==> src/rtl/mem_port_arbiter_pkg.sv <==
// Shared definitions for the memory port arbiter: state and owner encodings,
// request bus width.
package mem_port_arbiter_pkg;

  localparam logic [2:0] ST_IDLE = 3'b001;
  localparam logic [2:0] ST_REQ  = 3'b010;
  localparam logic [2:0] ST_RSP  = 3'b100;

  typedef enum logic [2:0] {
    IDLE = ST_IDLE,
    REQ  = ST_REQ,
    RSP  = ST_RSP
  } state_t;

  localparam logic OWN_INST = 1'b0;
  localparam logic OWN_DATA = 1'b1;

  // Request bus layout, MSB first: addr[31:0], wen, wdata[31:0], wstrb[3:0].
  localparam int REQ_W = 69;

endpackage

==> src/rtl/mem_port_arbiter_buf.sv <==
// Grant-latched request register. It captures the winner's request and its
// owner on the grant handshake and holds both until the next grant.
module mem_req_buffer
  import mem_port_arbiter_pkg::*;
(
  input  logic             clk,
  input  logic             rst,
  input  logic             load,
  input  logic             own_in,
  input  logic [REQ_W-1:0] req_in,
  output logic             own,
  output logic [REQ_W-1:0] req
);

  // Capture the request on the grant handshake only.
  always_ff @(posedge clk or negedge rst) begin
    if (!rst) begin
      own <= OWN_INST;
      req <= '0;
    end else if (load) begin
      own <= own_in;
      req <= req_in;
    end
  end

endmodule

==> src/rtl/mem_port_arbiter.sv <==
// Memory port arbiter between instruction fetch and data access. One
// transaction is in flight at a time. Data wins ties unless it has already
// taken MAX_DATA_STREAK grants in a row while fetch was waiting.
//
// state | meaning
// IDLE  | choose a winner; accept its request into the buffer
// REQ   | present the buffered request to memory
// RSP   | route the memory read response to the owner
module mem_port_arbiter
  import mem_port_arbiter_pkg::*;
#(
  parameter int MAX_DATA_STREAK = 4
) (
  input  logic        clk,
  input  logic        rst,
  input  logic        inst_req_valid,
  output logic        inst_req_ready,
  input  logic [31:0] inst_addr,
  output logic        inst_rsp_valid,
  input  logic        inst_rsp_ready,
  output logic [31:0] inst_rdata,
  input  logic        data_req_valid,
  output logic        data_req_ready,
  input  logic [31:0] data_addr,
  input  logic        data_wen,
  input  logic [31:0] data_wdata,
  input  logic [3:0]  data_wstrb,
  output logic        data_rsp_valid,
  input  logic        data_rsp_ready,
  output logic [31:0] data_rdata,
  output logic        mem_req_valid,
  input  logic        mem_req_ready,
  output logic [31:0] mem_addr,
  output logic        mem_wen,
  output logic [31:0] mem_wdata,
  output logic [3:0]  mem_wstrb,
  input  logic        mem_rsp_valid,
  output logic        mem_rsp_ready,
  input  logic [31:0] mem_rdata
);

  localparam logic [3:0] MAX_S = MAX_DATA_STREAK[3:0];

  state_t             state_q, state_nxt;
  logic [3:0]         streak_q, streak_nxt;
  logic               buf_load;
  logic               buf_own_in;
  logic [REQ_W-1:0]   buf_req_in;
  logic               buf_own;
  logic [REQ_W-1:0]   buf_req;
  logic               grant_data;
  logic               owner_ready;

  mem_req_buffer u_buf (
    .clk    (clk),
    .rst    (rst),
    .load   (buf_load),
    .own_in (buf_own_in),
    .req_in (buf_req_in),
    .own    (buf_own),
    .req    (buf_req)
  );

  assign {mem_addr, mem_wen, mem_wdata, mem_wstrb} = buf_req;

  // Read data is passed straight through; rsp_valid qualifies it.
  assign inst_rdata = mem_rdata;
  assign data_rdata = mem_rdata;

  // Data wins unless fetch is waiting and the data streak is exhausted.
  assign grant_data  = data_req_valid && (!inst_req_valid || (streak_q != MAX_S));
  assign owner_ready = (buf_own == OWN_DATA) ? data_rsp_ready : inst_rsp_ready;

  // State and streak registers.
  always_ff @(posedge clk or negedge rst) begin
    if (!rst) begin
      state_q  <= IDLE;
      streak_q <= 4'd0;
    end else begin
      state_q  <= state_nxt;
      streak_q <= streak_nxt;
    end
  end

  // Next state, handshakes, buffer load and streak update.
  always_comb begin
    state_nxt      = state_q;
    streak_nxt     = streak_q;
    inst_req_ready = 1'b0;
    data_req_ready = 1'b0;
    mem_req_valid  = 1'b0;
    mem_rsp_ready  = 1'b0;
    inst_rsp_valid = 1'b0;
    data_rsp_valid = 1'b0;
    buf_load       = 1'b0;
    buf_own_in     = OWN_DATA;
    buf_req_in     = {data_addr, data_wen, data_wdata, data_wstrb};
    unique case (state_q)
      IDLE: begin
        if (rst) begin
          if (grant_data) begin
            data_req_ready = 1'b1;
            buf_load       = 1'b1;
            state_nxt      = REQ;
            if (!inst_req_valid)      streak_nxt = 4'd0;
            else if (streak_q != MAX_S) streak_nxt = streak_q + 4'd1;
          end else if (inst_req_valid) begin
            inst_req_ready = 1'b1;
            buf_load       = 1'b1;
            buf_own_in     = OWN_INST;
            buf_req_in     = {inst_addr, 1'b0, 32'h0, 4'h0};
            state_nxt      = REQ;
            streak_nxt     = 4'd0;
          end
        end
      end
      REQ: begin
        mem_req_valid = 1'b1;
        if (mem_req_ready) state_nxt = mem_wen ? IDLE : RSP;
      end
      RSP: begin
        mem_rsp_ready = owner_ready;
        if (buf_own == OWN_DATA) data_rsp_valid = mem_rsp_valid;
        else                     inst_rsp_valid = mem_rsp_valid;
        if (mem_rsp_valid && owner_ready) state_nxt = IDLE;
      end
      default: state_nxt = IDLE;
    endcase
  end

endmodule
==> config.mk <==
export PLATFORM = sky130hd
export DESIGN_NAME = mem_port_arbiter
export DESIGN_NICKNAME = d
export VERILOG_FILES = /design/src/rtl/mem_port_arbiter_pkg.sv /design/src/rtl/mem_port_arbiter_buf.sv /design/src/rtl/mem_port_arbiter.sv
export SDC_FILE = /design/constraint.sdc
export NUM_CORES = 1
export LEC_CHECK = 0
export ABC_AREA = 1
export CORE_MARGIN = 1.5
export CORE_UTILIZATION = 31
export DETAILED_ROUTE_END_ITERATION = 6
export GPL_ROUTABILITY_DRIVEN = 0
export HOLD_SLACK_MARGIN = 0.15
export PLACE_DENSITY = 0.81
export SETUP_SLACK_MARGIN = 0.2
export SLEW_MARGIN = 30
export SYNTH_ARGS = -nofsm -noshare
export SYNTH_HDL_FRONTEND = slang
export SYNTH_SLANG_ARGS = --single-unit
==> constraint.sdc <==
create_clock -name clk -period 2.4 [get_ports clk]
set_input_delay 0.48 -clock clk [delete_from_list [all_inputs] [get_ports clk]]
set_output_delay 0.48 -clock clk [all_outputs]
set_load 0.02 [all_outputs]
==> results.cfg <==
[outcome]
status = finished, final reports clean

[die]
ios = 280
fp.dieArea_um2 = 14400
core-area_um2 = 13300
start_util = 0.320
die_x_um = 120
fp-row-count = 42
die_h_um = 120

[setup_path]
cp-end-kind = output pin
required_ps = 1920
r2r-end = u_buf.req[40]
path_common_cell = nor3_1
endpoint = data_rsp_valid
path_buf_inv = 2
max_stage_delay_ps = 400
critPathKind = reg -> out
r2r-start = streak_q[0]
critPathLaunch = state_q[1]
crit_family = buffers and inverters
path_cells = nor3_1 > inv_1 > nor3_1 > dlygate4sd2_1
r2r_cells = 8
r2r_slack_ps = 740
slowest_stage = dfrtp_1
worst-path-stages = 4
path_max_fanout = 3
arrival_ps = 1570
startpoint_type = register

[detailed_routing]
drt-vias-per-instance = 4.37
drt-total-wl_um = 11200
vias = 3776
routedWlPerCell_um = 13.0
first_iter_violations = 115
antenna_left = 0
dr.pass1.iters = 6
drc = 0

[logic_synthesis]
ys_warn_count = 0
ys_types = 27
syn_inst = 564
synthSimpleGateAreaFrac = 0.300
synth_fa_ha_area_frac = 0.00588
synth_compound_area_frac = 0.0215
synth_seq_area_share = 0.453
synth_area_leaders = dfrtp_1 45%, nand2_1 19%, buf_4 12%
synth_area_leader_cell = dfrtp_1
ys_ff_latch = 77
synth_top_family_by_area = simple AND/OR/NAND/NOR gates
synth_edf_count = 0
synth_mux_area_frac = 0
synth_xor_area_frac = 0.00206
syn_nets = 707
synth_top_cell_area_share = 0.447
synth_flop_cell = dfrtp_1
synth.avg_cell_area_um2 = 7.54
synthArstFlopShare = 1.00
syn-cell-area_um2 = 4250

[clock_network]
htreeDepth = 3
cts_tree = built
post_cts_buffers = 0
clkTransAtPathRegs_ps = 60
cts-root-buf = clkbuf_16
clk_latency_ps = 340
clockBufferDepth = 2
cts_made_buffers = 9
clock-sinks = 77

[global_route]
grt_use_total = 0.161
grt_pass1_wl_um = 18100
grt-ovfl-total = 0
grt_max_degree = 44
antenna_found_initial = 0
grt_pass1_vias = 3725

[layout]
fill_cells = 1312
drive_gt1_frac = 0.0727
nets = 826
area_delta_synth_final_pct = 42.4
diodes = 0

[power_and_ir_drop]
power_density_nw_per_um2 = 1140
power_mw = 6.88
ir_worst_vdd_v = 0.000607
p_leak_nw = 3.16

[timing]
tightestPinTransition_ps = 568
timing.final.crit_share = 0.854
rsz0062_at_grt = false
slew_headroom = 0.621
setup_ws_ps = 349
fin_skew_ps = 6.70
setup_violations = 0
final_hold_viol_count = 0
layout_min_cycle_time_ps = 2050
whs_ps = 225
drv_slew = 0
fmax_mhz = 488

[placed_design]
port_buffers = 183
dp_slack_ps = -47.3
hpwl_um = 8070

[job]
maxCapViolCount = 0

[min_path]
hold_class = in -> async
[placed cells by master (no fill, tap or decap)]
| cell type | instances |
|---|---|
| nand2_1 | 213 |
| a21oi_1 | 3 |
| clkbuf_16 | 9 |
| nor2_1 | 7 |
| clkbuf_1 | 2 |
| o21ai_1 | 1 |
| nand4_1 | 2 |
| dlymetal6s2s_1 | 1 |
| nand2_2 | 10 |
| dfrtp_1 | 76 |
| clkbuf_2 | 3 |
| xor2_1 | 1 |
| nor3_1 | 4 |
| inv_1 | 78 |
| o21a_2 | 1 |
| ha_1 | 2 |
| buf_4 | 12 |
| o31ai_1 | 1 |
| nand3_1 | 60 |
| buf_12 | 2 |
| clkdlybuf4s50_1 | 176 |
| o21ai_0 | 8 |
| dlygate4sd2_1 | 2 |
| nand2_4 | 1 |
| o22ai_1 | 1 |
| clkinvlp_4 | 2 |
| dfstp_2 | 1 |
| clkinv_2 | 2 |
| nor2_4 | 2 |
| a21oi_2 | 1 |
| inv_2 | 2 |
| clkbuf_8 | 1 |
| nand3b_4 | 1 |
[synth_stat cells (2+ instances only)]
library cell / count
nand4_1: 2
nand3_1: 60
nor3_1: 4
dfrtp_1: 76
clkbuf_1: 4
buf_6: 3
a21oi_1: 3
buf_4: 69
nor2_1: 7
ha_1: 2
nor2_4: 2
inv_2: 2
inv_1: 78
nand2_1: 213
buf_1: 2
nand2_2: 10
o21ai_0: 8
buf_2: 10
[kinds of logic after synthesis]
kind of cell | after synthesis
buf+inv | 168
compound gates | 16
fa+ha+maj | 2
xor+xnor | 1
simple gates | 300
flops | 77
[layout make-up]
class | instances | area (um^2) | share of cell area
repair buffers | 196 | 1940 | 0.320
clock buffers | 12 | 246 | 0.0407
clock inverters | 4 | 25.0 | 0.00413
flip-flops and latches | 77 | 1930 | 0.318
well taps | 176 | 220 | 0.0364
multi-input cells | 319 | 1400 | 0.231
inverters | 80 | 300 | 0.0496
[state kept, by name, summed over array words and instances, names as in the netlist]
signal and count:
streak_q 4, state_q 3, u_buf.req 69, u_buf.own 1
[layer usage]
metal / wire length, um / track usage / vias to the layer above
li1: - / - / 1869
met1: 4670 / 0.187 / 1722
met2: 5140 / 0.260 / 159
met5: 0 / 0 / -
met3: 1140 / 0.0613 / 26
met4: 279 / 0.0759 / 0
[timing repair]
action,CTS,global route
hold endpoints to repair,0,0
resized for setup,5,8
setup endpoints to repair,5,4
hold buffers,0,0
[worst min-delay path by stage]
stage | startpoint | to | depth (start not counted)
after floorplan | rst | state_q[1] | 0
after global placement | u_buf.req[1] | u_buf.req[1] | 2
after global routing | rst | u_buf.req[52] | 2
after CTS | rst | u_buf.req[66] | 2
final | rst | u_buf.req[52] | 2
after detailed placement | u_buf.req[38] | u_buf.req[38] | 2
[where the power goes]
part | switching (mW) | total, mW | internal, mW
logic | 1.84 | 3.38 | 1.54
registers | 0.346 | 2.25 | 1.90
clock network | 0.524 | 1.25 | 0.725
total | 2.71 | 6.88 | 4.17
[through the flow]
stage                     setup TNS [ps]  instance area [um^2]   util  instances
after floorplan                        0                  4250      -        564
after global placement             -69.8                  5800  0.436        848
after detailed placement           -77.5                  5800  0.436        848
after CTS                              0                  6070  0.456        864
after global routing                   0                  6060  0.456        864
final                                  0                  6060  0.456        864
(Power assumes the default switching activity.)
